==> src/rtl/n_bit_div.sv <==
// Unsigned restoring divider: one quotient bit per cycle, MSB first, valid/ready on both sides.
// Define N_BIT_DIV_ZERO_DET_EN to add the div_zero output and a one-cycle divide-by-zero shortcut.
module n_bit_div #(
  parameter int BIT_DEPTH = 32
) (
  input  logic                 clk,
  input  logic                 rst_n,
  input  logic                 in_valid,
  output logic                 in_ready,
  input  logic [BIT_DEPTH-1:0] a,
  input  logic [BIT_DEPTH-1:0] b,
  output logic                 out_valid,
  input  logic                 out_ready,
  output logic [BIT_DEPTH-1:0] q,
  output logic [BIT_DEPTH-1:0] r
`ifdef N_BIT_DIV_ZERO_DET_EN
  ,
  output logic                 div_zero
`endif
);

  localparam int CW = (BIT_DEPTH > 2) ? $clog2(BIT_DEPTH) : 1;
  localparam logic [CW-1:0] LAST = CW'(BIT_DEPTH - 1);

  typedef enum logic [1:0] {IDLE = 2'd0, CALC = 2'd1, DONE = 2'd2} state_e;

  state_e               state_q, state_d;
  logic [BIT_DEPTH-1:0] dvd_q, dvd_d;
  logic [BIT_DEPTH-1:0] dvs_q, dvs_d;
  logic [BIT_DEPTH-1:0] rem_q, rem_d;
  logic [BIT_DEPTH-1:0] quo_q, quo_d;
  logic [BIT_DEPTH-1:0] q_q, q_d;
  logic [BIT_DEPTH-1:0] r_q, r_d;
  logic [CW-1:0]        cnt_q, cnt_d;
  logic [BIT_DEPTH:0]   shifted, diff;
  logic [BIT_DEPTH-1:0] rem_step, quo_step;
  logic                 finish;
`ifdef N_BIT_DIV_ZERO_DET_EN
  logic                 dz_q, dz_d;
`endif

  // A borrow out of the BIT_DEPTH+1-bit difference means the trial subtraction went negative.
  always_comb begin
    shifted  = {rem_q, dvd_q[BIT_DEPTH-1]};
    diff     = shifted - {1'b0, dvs_q};
    rem_step = diff[BIT_DEPTH] ? shifted[BIT_DEPTH-1:0] : diff[BIT_DEPTH-1:0];
    quo_step = {quo_q[BIT_DEPTH-2:0], ~diff[BIT_DEPTH]};
  end

`ifdef N_BIT_DIV_ZERO_DET_EN
  assign finish = (state_q == CALC) && ((cnt_q == LAST) || dz_q);
`else
  assign finish = (state_q == CALC) && (cnt_q == LAST);
`endif

  // NOTE: sequential state uses non-blocking assignments so every flop samples pre-edge values.
  always_ff @(posedge clk or negedge rst_n) begin
    if (!rst_n) state_q <= IDLE;
    else        state_q <= state_d;
  end

  // NOTE: every always_comb output gets a default first, so no path can infer a latch.
  always_comb begin
    state_d = state_q;
    case (state_q)
      IDLE:    if (in_valid)  state_d = CALC;
      CALC:    if (finish)    state_d = DONE;
      DONE:    if (out_ready) state_d = IDLE;
      default: state_d = IDLE;
    endcase
  end

  always_comb begin
    in_ready  = (state_q == IDLE);
    out_valid = (state_q == DONE);
  end

  always_comb begin
    dvd_d = dvd_q;
    dvs_d = dvs_q;
    rem_d = rem_q;
    quo_d = quo_q;
    cnt_d = cnt_q;
    q_d   = q_q;
    r_d   = r_q;
`ifdef N_BIT_DIV_ZERO_DET_EN
    dz_d  = dz_q;
`endif
    if (state_q == IDLE && in_valid) begin
      dvd_d = a;
      dvs_d = b;
      rem_d = '0;
      quo_d = '0;
      cnt_d = '0;
`ifdef N_BIT_DIV_ZERO_DET_EN
      dz_d  = (b == '0);
`endif
    end else if (state_q == CALC) begin
      dvd_d = dvd_q << 1;
      rem_d = rem_step;
      quo_d = quo_step;
      cnt_d = cnt_q + CW'(1);
      if (finish) begin
        q_d = quo_step;
        r_d = rem_step;
`ifdef N_BIT_DIV_ZERO_DET_EN
        // Shortcut exits on the first CALC edge, so the dividend register still holds a.
        if (dz_q) begin
          q_d = '1;
          r_d = dvd_q;
        end
`endif
      end
    end
  end

  always_ff @(posedge clk or negedge rst_n) begin
    if (!rst_n) begin
      dvd_q <= '0;
      dvs_q <= '0;
      rem_q <= '0;
      quo_q <= '0;
      cnt_q <= '0;
      q_q   <= '0;
      r_q   <= '0;
`ifdef N_BIT_DIV_ZERO_DET_EN
      dz_q  <= 1'b0;
`endif
    end else begin
      dvd_q <= dvd_d;
      dvs_q <= dvs_d;
      rem_q <= rem_d;
      quo_q <= quo_d;
      cnt_q <= cnt_d;
      q_q   <= q_d;
      r_q   <= r_d;
`ifdef N_BIT_DIV_ZERO_DET_EN
      dz_q  <= dz_d;
`endif
    end
  end

  assign q = q_q;
  assign r = r_q;
`ifdef N_BIT_DIV_ZERO_DET_EN
  assign div_zero = dz_q & out_valid;
`endif

endmodule

==> config.mk <==
export PLATFORM = sky130hd
export DESIGN_NAME = n_bit_div
export DESIGN_NICKNAME = d
export VERILOG_FILES = /design/src/rtl/n_bit_div.sv
export SDC_FILE = /design/constraint.sdc
export NUM_CORES = 1
export LEC_CHECK = 0
export CORE_ASPECT_RATIO = 0.7
export CORE_UTILIZATION = 45
export CTS_BUF_LIST = sky130_fd_sc_hd__clkbuf_8
export CTS_CLUSTER_DIAMETER = 50
export CTS_CLUSTER_SIZE = 20
export DETAILED_ROUTE_END_ITERATION = 8
export GPL_TIMING_DRIVEN = 0
export MAX_ROUTING_LAYER = met4
export PLACE_DENSITY = 0.72
export SLEW_MARGIN = 20
export SYNTH_ARGS = -nofsm -noshare
export SYNTH_HDL_FRONTEND = slang
export SYNTH_SLANG_ARGS = --single-unit
==> constraint.sdc <==
create_clock -name clk -period 3.5 [get_ports clk]
set_input_delay 0.525 -clock clk [delete_from_list [all_inputs] [get_ports clk]]
set_output_delay 0.525 -clock clk [all_outputs]
set_load 0.01 [all_outputs]
==> results of run 1 <==
==> synth_stat cells (8+ instances only) <==
master | count | area share, %
nand2_1 | 232 | 9.1
dfrtp_1 | 198 | 52
o21ai_0 | 100 | 5.2
o21ai_1 | 54 | 2.8
clkbuf_1 | 46 | 1.8
inv_1 | 36 | 1.4
nand3_1 | 36 | 1.9
ha_1 | 34 | 4.4
mux2_2 | 33 | 3.9
a21oi_1 | 32 | 1.7
mux2i_1 | 31 | 3.2
a22oi_1 | 30 | 2.3
nor2_1 | 19 | 0.74
xnor2_1 | 17 | 1.5
xor2_1 | 13 | 1.2
a21o_1 | 9 | 0.70
buf_1 | 9 | 0.35
nand4_1 | 8 | 0.52
==> what timing repair did <==
item	4_1_cts	5_1_grt
hold endpoints to repair	43	0
resized for setup	0	16
hold buffers	1	0
setup endpoints to repair	0	56
buffers inserted	0	2
==> power breakdown <==
group          switching (mW)  leakage [nW]  internal [mW]  total, mW
sequential              0.601          2.55           3.32       3.92
clock                   0.944         0.232          0.753       1.70
combinational            4.54          2.53           3.61       8.15
==> worst min-delay path, cell delays in order (launching register included) <==
cell	delay [ps]
dfrtp_1	360
nand2_1	50
nand2_1	60
==> metal layers <==
layer	up-vias	routed length [um]	track usage (%)
li1	3758	-	-
met1	3682	12040	34.77
met2	214	9908	31.49
met3	18	1600	5.769
met4	0	245	5.172
met5	-	0	-
==> cells by family after synthesis <==
logic type | after synthesis | synth area share, %
buf+inv | 98 | 4.333
flops | 198 | 51.53
simple gates | 317 | 13.59
fa+ha+maj | 35 | 4.632
mux | 64 | 7.092
xor+xnor | 31 | 3.019
compound gates | 260 | 15.81
==> through the flow <==
stage	setup slack [ps]	area, sq um	TNS (ps)
2_1_floorplan	627.5	9615	0
3_3_place_gp	-6506	11290	-1283560
3_5_place_dp	30.62	11350	0
4_1_cts	10.80	11830	0
5_1_grt	33.93	11910	0
6_report	195.0	11910	0
==> final timing paths <==
check	end	slack (ps)	cells after the start
worst max-delay path	r[0]$_DFFE_PN0P_	200	14
worst min-delay path	dvd_q[6]$_DFFE_PN0P_	490	2
worst max register to register	r[0]$_DFFE_PN0P_	200	14
worst min register to register	dvd_q[6]$_DFFE_PN0P_	490	2
max in group asynchronous	q[4]$_DFFE_PN0P_	2150	3
min in group asynchronous	r[8]$_DFFE_PN0P_	530	2
==> final cells by class <==
cell class	instances	area share, %
sequential	198	41.60
multi-input combinational	707	36.11
timing repair buffer	138	11.89
tap	276	2.899
buffer	62	2.405
clock buffer	17	1.964
clock inverter	15	1.954
inverter	36	1.134
antenna	2	0.04202
==> flip-flops by register name (all words and copies together) (netlist names) <==
register  cells
cnt_q         5
dvd_q        32
dvs_q        32
q            32
quo_q        31
state_q       2
r            32
rem_q        32
==> results.toml, run 1 <==
[worst_setup_path]
cpPeakStageDelay_ps = 430
cp-end-kind = "register"
critical_path.startpoint = "dvd_q[31]$_DFFE_PN0P_"
crit_slowest_cell = "fa_1"
path_class = "register to register"
path_cells = "inv_1, ha_1, inv_1, fa_1, a21oi_2, o211ai_1, o21ai_2, o2111a_2, o21ai_4, a31oi_4, xnor2_4, buf_4, mux2_2, o21ai_1"
worst-path-buf-inv = 3
crit_family = "compound AO/OA/AOI/OAI gates"
critical_path_arrival_ps = 3720
regToRegStartpoint = "dvd_q[31]$_DFFE_PN0P_"
cp-start-kind = "register"
cp_common_cell = "inv_1"
required_ps = 3920
cp_max_fo = 5

[clock_network]
cts_buffers = 17
cts_tree = "yes"
clk_latency_ps = 490
cts-root-buf = "clkbuf_8"
cts.sinks = 198
htreeDepth = 4
clkTransAtPathRegs_ps = 110
cts_max_path_buffers = 2

[drt]
drt_pass1_iterations = 5
vias_per_cell = 5.287
vias = 7672
final_antenna_net_count = 0
drt_iter0_drc = 547
wl_um = 23790
wl_per_cell_um = 16.40
route.detailed.drc = 0

[sta]
hold_ws_ps = 490.2
slew_violations = 0
fin_crit_sh_pct = 94.43
setup_viol = 0
clock.fmax_ghz = 0.3026
relSlewSlack_pct = 49.78
worstMarginPinSlew_ps = 753.3
rsz0062_at_grt = "no"
fin_worst_skew_ps = 18.66
finalCriticalPeriod_ps = 3305
hold_viol = 0

[placement]
hpwl_um = 17110
numPortBuffers = 133
gp_congestion = 0.9145
place_inst = 1414

[yosys]
async_flop_share_pct = 100.0
synth-edff-count = 0
synthCells = 1003
synth.net_count = 1106
synth_area_sq_mm = 0.009615
ys_warn_count = 0
ys_ff_latch = 198
synth_ff_type = "dfrtp_1"
synth_area_per_cell_sq_um = 9.587
yosysSeqAreaShare_pct = 51.53
synth.distinct_cells = 48

[power]
p_total_mw = 13.76
cellPowerDensity_mw_per_mm2 = 1155
leakagePower_nw = 5.314
ir_drop_mv = 0.5678

[die]
io_pins = 134
die_h_um = 124.3
dieArea_sq_mm = 0.02197
initial_utilization_pct = 46.21
core.rowCount = 44
coreArea_sq_mm = 0.02081
die_w_um = 176.7

[final_layout]
area_growth_pct = 23.88
layout-drive-gt1-share_pct = 8.269
nNetsFinal = 1263
regArea_sq_mm = 0.004955
layout.cells.non_filler = 1451
multi_input_area_sq_mm = 0.004302
fin_util_pct = 57.24
most-common-layout-cells = "232 x nand2_1, 198 x dfrtp_1, 132 x clkdlybuf4s50_1, 100 x o21ai_0, 53 x o21ai_1"
layout_commonest_cell = "nand2_1"
fillers = 1848

[worst_hold_path]
hold_start = "dvd_q[6]$_DFFE_PN0P_"
hp-class = "register to register"

[global_routing]
gr-total-overflow = 0
grt_pass1_wl_um = 38940
grt_start_max_net_pins = 100
antenna_found_initial = 2
grt_pass1_vias = 7416
grt_usage_pct = 23.24

[job]
cap_violations = 0

[status]
status = "finished clean"
Power figures use the tool's default switching activity.
==> run 2: changes to the inputs <==
--- a/config.mk
+++ b/config.mk
@@ -7,13 +7,14 @@
 export LEC_CHECK = 0
 export CORE_ASPECT_RATIO = 0.7
 export CORE_UTILIZATION = 45
-export CTS_BUF_LIST = sky130_fd_sc_hd__clkbuf_8
+export CTS_BUF_LIST = sky130_fd_sc_hd__clkbuf_8 sky130_fd_sc_hd__clkbuf_16
 export CTS_CLUSTER_DIAMETER = 50
 export CTS_CLUSTER_SIZE = 20
 export DETAILED_ROUTE_END_ITERATION = 8
 export GPL_TIMING_DRIVEN = 0
 export MAX_ROUTING_LAYER = met4
 export PLACE_DENSITY = 0.72
+export REMOVE_ABC_BUFFERS = 1
 export SLEW_MARGIN = 20
 export SYNTH_ARGS = -nofsm -noshare
 export SYNTH_HDL_FRONTEND = slang
==> results.toml, run 2 (synthesis gave the netlist of run 1 again) <==
[worst_hold_path]
hp-class = "register to register"
hold_start = "dvd_q[4]$_DFFE_PN0P_"

[final_layout]
layout-drive-gt1-share_pct = 8.711
most-common-layout-cells = "230 x nand2_1, 198 x dfrtp_1, 132 x clkdlybuf4s50_1, 100 x o21ai_0, 53 x o21ai_1"
layout_commonest_cell = "nand2_1"
nNetsFinal = 1215
diodes = 0
layout.cells.non_filler = 1401
area_growth_pct = 24.91
fin_util_pct = 57.71
fillers = 1783

[placement]
place_inst = 1360
post-place-ws_ps = -220.8
gp_congestion = 0.9102
hpwl_um = 15090
numPortBuffers = 133

[worst_setup_path]
required_ps = 3860
cp_max_fo = 12
cp-start-kind = "register"
r2r_slack_ps = 130
cp-end-kind = "register"
path_class = "register to register"
critical_path.startpoint = "dvd_q[31]$_DFFE_PN0P_"
critical_path_arrival_ps = 3730
regToRegStartpoint = "dvd_q[31]$_DFFE_PN0P_"

[drt]
drt_iter0_drc = 618
wl_um = 22230
wl_per_cell_um = 15.87
route.detailed.drc = 0
final_antenna_net_count = 0
vias_per_cell = 5.330
vias = 7467
drt_pass1_iterations = 4

[status]
status = "finished clean"

[die]
die_h_um = 124.3
io_pins = 134
dieArea_sq_mm = 0.02197
initial_utilization_pct = 46.21
die_w_um = 176.7
coreArea_sq_mm = 0.02081
core.rowCount = 44

[clock_network]
cts-root-buf = "clkbuf_16"
cts.sinks = 198
cts_buffers = 17
cts_tree = "yes"
clk_latency_ps = 440
cts_max_path_buffers = 2
htreeDepth = 4
clkTransAtPathRegs_ps = 80

[power]
cellPowerDensity_mw_per_mm2 = 1159
ir_drop_mv = 0.4852
leakagePower_nw = 5.431

[sta]
rsz0062_at_grt = "no"
relSlewSlack_pct = 52.80
worst_slack_ps = 133.4
setup_viol = 0
fin_worst_skew_ps = 10.98
finalCriticalPeriod_ps = 3367
setup-tns-final_ps = 0
clock.fmax_ghz = 0.2970
hold_viol = 0
fin_crit_sh_pct = 96.19
worstMarginPinSlew_ps = 706.6
slew_violations = 0

[global_routing]
grt_usage_pct = 21.69
grt_pass1_wl_um = 36960
antenna_found_initial = 0
grt_pass1_vias = 7136
gr-total-overflow = 0
grt_start_max_net_pins = 78

[job]
cap_violations = 0
-- run 2: changes by cell type in the layout (fill, tap and decap cells not counted), sizes merged --
cell | before | now
clkbuf | 63 | 18
buf | 21 | 18
bufinv | 3 | 0
clkinv | 6 | 8
diode | 2 | 0
inv | 42 | 43
-- run 2: critical path: stages, from the launching register on --
cell	delay (ps)
dfrtp_1	370
inv_1	100
ha_1	170
inv_1	60
fa_2	380
a21oi_2	200
o211ai_1	130
o21ai_2	240
o2111a_2	300
o21ai_4	110
a31oi_4	260
xnor2_4	150
clkbuf_16	180
buf_12	150
mux2_2	360
o21ai_1	140
-- run 2: layout make-up --
class | instances | area (sq um) | area share [%]
Clock buffer | 17 | 425.4 | 3.542
Clock inverter | 15 | 188.9 | 1.573
Inverter | 36 | 135.1 | 1.125
Multi-Input combinational cell | 707 | 4292 | 35.73
Sequential cell | 198 | 4955 | 41.25
Tap cell | 276 | 345.3 | 2.875
Timing Repair Buffer | 152 | 1669 | 13.90
-- run 2: power breakdown --
group	switching (mW)	total (mW)	internal, mW
logic	4.38	8.01	3.63
registers	0.592	3.91	3.32
clock network	1.02	2.00	0.975
-- run 2: through the flow --
| step | hold WS [ps] | cell area (sq um) | total power [mW] |
|---|---|---|---|
| 2_1_floorplan | 229.4 | 9334 | 9.214 |
| 3_3_place_gp | 458.9 | 11010 | 11.21 |
| 3_5_place_dp | 463.9 | 11300 | 11.60 |
| 4_1_cts | 483.0 | 11930 | 13.70 |
| 5_1_grt | 502.3 | 12010 | 15.05 |
| 6_report | 478.3 | 12010 | 13.92 |
-- run 2: timing repair --
action	in CTS	in global routing
setup buffers	1	7
setup endpoints to repair	29	29
hold buffers	1	0
endpoints found under the hold margin	1	0
pin swaps	1	4
gates resized for setup	1	5
-- run 2: path summary, 6_finish.rpt --
path / cells after the start / to
min in group asynchronous: 2 / dvs_q[8]$_DFFE_PN0P_
min: 2 / dvd_q[4]$_DFFE_PN0P_
max reg2reg: 15 / r[0]$_DFFE_PN0P_
max: 15 / r[0]$_DFFE_PN0P_
min reg2reg: 2 / dvd_q[4]$_DFFE_PN0P_
max in group asynchronous: 3 / quo_q[4]$_DFFE_PN0P_
-- run 2: routing by layer --
metal,part of all wire (%),track usage [%],wire [um],vias up
met5,0,-,0,-
met4,1.0,4.665,229,0
met3,6.3,5.861,1402,18
met2,42,29.43,9397,183
met1,50,32.13,11200,3592
li1,-,-,-,3674
==> run 3: changes to the inputs <==
--- a/config.mk
+++ b/config.mk
@@ -6,14 +6,14 @@
 export NUM_CORES = 1
 export LEC_CHECK = 0
 export CORE_ASPECT_RATIO = 0.7
-export CORE_UTILIZATION = 45
+export CORE_UTILIZATION = 40
 export CTS_BUF_LIST = sky130_fd_sc_hd__clkbuf_8 sky130_fd_sc_hd__clkbuf_16
 export CTS_CLUSTER_DIAMETER = 50
 export CTS_CLUSTER_SIZE = 20
 export DETAILED_ROUTE_END_ITERATION = 8
 export GPL_TIMING_DRIVEN = 0
 export MAX_ROUTING_LAYER = met4
-export PLACE_DENSITY = 0.72
+export PLACE_DENSITY = 0.71
 export REMOVE_ABC_BUFFERS = 1
 export SLEW_MARGIN = 20
 export SYNTH_ARGS = -nofsm -noshare
==> results.toml, run 3 (synthesis gave the netlist of run 1 again) <==
[global_routing]
grt_start_max_net_pins = 71
grt_pass1_vias = 7233
grt_usage_pct = 19.52
gr-total-overflow = 0
grt_pass1_wl_um = 37580
antenna_found_initial = 1

[drt]
vias = 7505
drt_iter0_drc = 540
wl_per_cell_um = 15.89
route.detailed.drc = 0
dr_wl_met3_um = 1591
vias_per_cell = 5.187
wl_met2_um = 10020
top_layer = "met4"
wl_met1_um = 11190
drt_pass1_iterations = 6
final_antenna_net_count = 0
wl_um = 22990

[sta]
fin_worst_skew_ps = 14.56
relSlewSlack_pct = 53.45
setup_viol = 0
clock.fmax_ghz = 0.2939
fin_crit_sh_pct = 97.22
slew_violations = 0
hold_viol = 0
worstMarginPinSlew_ps = 696.8
finalCriticalPeriod_ps = 3403
setup-tns-final_ps = 0

[worst_setup_path]
crit_slowest_cell = "fa_2"
reg2reg_to = "r[0]$_DFFE_PN0P_"
cp_max_fo = 8
r2r_slack_ps = 100
critical_path_arrival_ps = 3760
regToRegStartpoint = "dvd_q[31]$_DFFE_PN0P_"
required_ps = 3860
cpPeakStageDelay_ps = 410
cp-start-kind = "register"
path_class = "register to register"
worstRegToRegCells = 15
path_cells = "inv_2, ha_1, inv_1, fa_2, a21oi_4, o211ai_1, o21ai_2, o2111a_2, o21ai_4, a31oi_4, xnor2_4, clkbuf_16, buf_16, mux2_2, o21ai_1"
cp-end-kind = "register"

[power]
cellPowerDensity_mw_per_mm2 = 1176
ir_drop_mv = 0.4442
p_total_mw = 14.27
leakagePower_nw = 5.453

[die]
core.rowCount = 47
die_h_um = 131.7
die_w_um = 187.3
initial_utilization_pct = 40.67
dieArea_sq_mm = 0.02467
coreArea_sq_mm = 0.02364
io_pins = 134

[clock_network]
cts_buffers = 17
cts_max_path_buffers = 2
cts.sinks = 198
ctsHoldBuffers = 0
htreeDepth = 4
clkTransAtPathRegs_ps = 90
cts-root-buf = "clkbuf_16"
cts_tree = "yes"
clk_latency_ps = 440

[final_layout]
layout_commonest_cell = "nand2_1"
nNetsFinal = 1218
most-common-layout-cells = "230 x nand2_1, 198 x dfrtp_1, 132 x clkdlybuf4s50_1, 100 x o21ai_0, 53 x o21ai_1"
layout-drive-gt1-share_pct = 9.309
postLayoutCellArea_sq_mm = 0.01213
area_growth_pct = 26.12

[placement]
gp_congestion = 0.8468
hpwl_um = 15630
dpl_cell_area_sq_mm = 0.01136
numPortBuffers = 133

[status]
status = "finished clean"

[worst_hold_path]
hp-class = "primary input to asynchronous set/reset pin"

[job]
cap_violations = 0
-- run 3: cell types whose count changed in the layout (fill, tap and decap cells not counted), sizes merged --
cell         change
buf              +3
clkinv           +2
inv              -2
clkbuf           +1
diode            +1
dlygate4sd3      -1
-- run 3: metrics by stage --
step	worst slack (ps)	utilization [%]	hold slack (ps)	std cells
2_1_floorplan	-2332	-	229.4	941
3_3_place_gp	-6528	46.80	460.4	1392
3_5_place_dp	-278.5	48.07	463.2	1402
4_1_cts	12.17	50.80	30.32	1435
5_1_grt	-9.564	51.30	47.71	1447
6_report	97.35	51.30	23.02	1447
-- run 3: worst max-delay path by stage --
stage,from,end,slack (ps),depth (start not counted)
after detailed placement,dvd_q[31]$_DFFE_PN0P_,r[12]$_DFFE_PN0P_,-280,15
final,dvd_q[31]$_DFFE_PN0P_,r[0]$_DFFE_PN0P_,100,15
after floorplan,state_q[1]$_DFFE_PN0P_,q[0]$_DFFE_PN0P_,-2330,3
after global routing,dvd_q[31]$_DFFE_PN0P_,rem_q[0]$_DFFE_PN0P_,-10,15
after CTS,dvd_q[31]$_DFFE_PN0P_,r[0]$_DFFE_PN0P_,10,15
after global placement,rst_n,dvs_q[18]$_DFFE_PN0P_,-6530,1
-- run 3: what timing repair did --
item / CTS / global route
setup buffers: 1 / 9
endpoints found under the setup margin: 45 / 34
cloned: 0 / 2
pin swaps: 1 / 6
resized for setup: 3 / 5
-- run 3: critical path: cells and delay by family (launching register included) --
family	cells	cell delay, ps
adder cells (fa/ha/maj)	2	570
buffers and inverters	4	460
AO/OA/AOI/OAI	7	1380
XOR/XNOR	1	150
multiplexers	1	360
flip-flops	1	390
-- run 3: metal layers --
layer | vias to the layer above | global-route usage (%)
met2 | 177 | 27.01
met3 | 24 | 6.384
li1 | 3672 | -
met1 | 3632 | 27.51
met4 | 0 | 4.508
met5 | - | -
-- run 3: final cells by class --
cell class / count / area [sq um]
Fill cell: 2161 / 11510
Sequential cell: 198 / 4955
Multi-Input combinational cell: 707 / 4304
Timing Repair Buffer: 155 / 1705
Clock buffer: 17 / 425.4
Tap cell: 318 / 397.9
Clock inverter: 15 / 201.4
Inverter: 36 / 135.1
Antenna cell: 1 / 2.502
-- run 3: where the power goes --
group / internal (mW) / switching (mW)
registers: 3.32 / 0.587
logic: 3.82 / 4.52
clock network: 0.984 / 1.04
total: 8.12 / 6.14
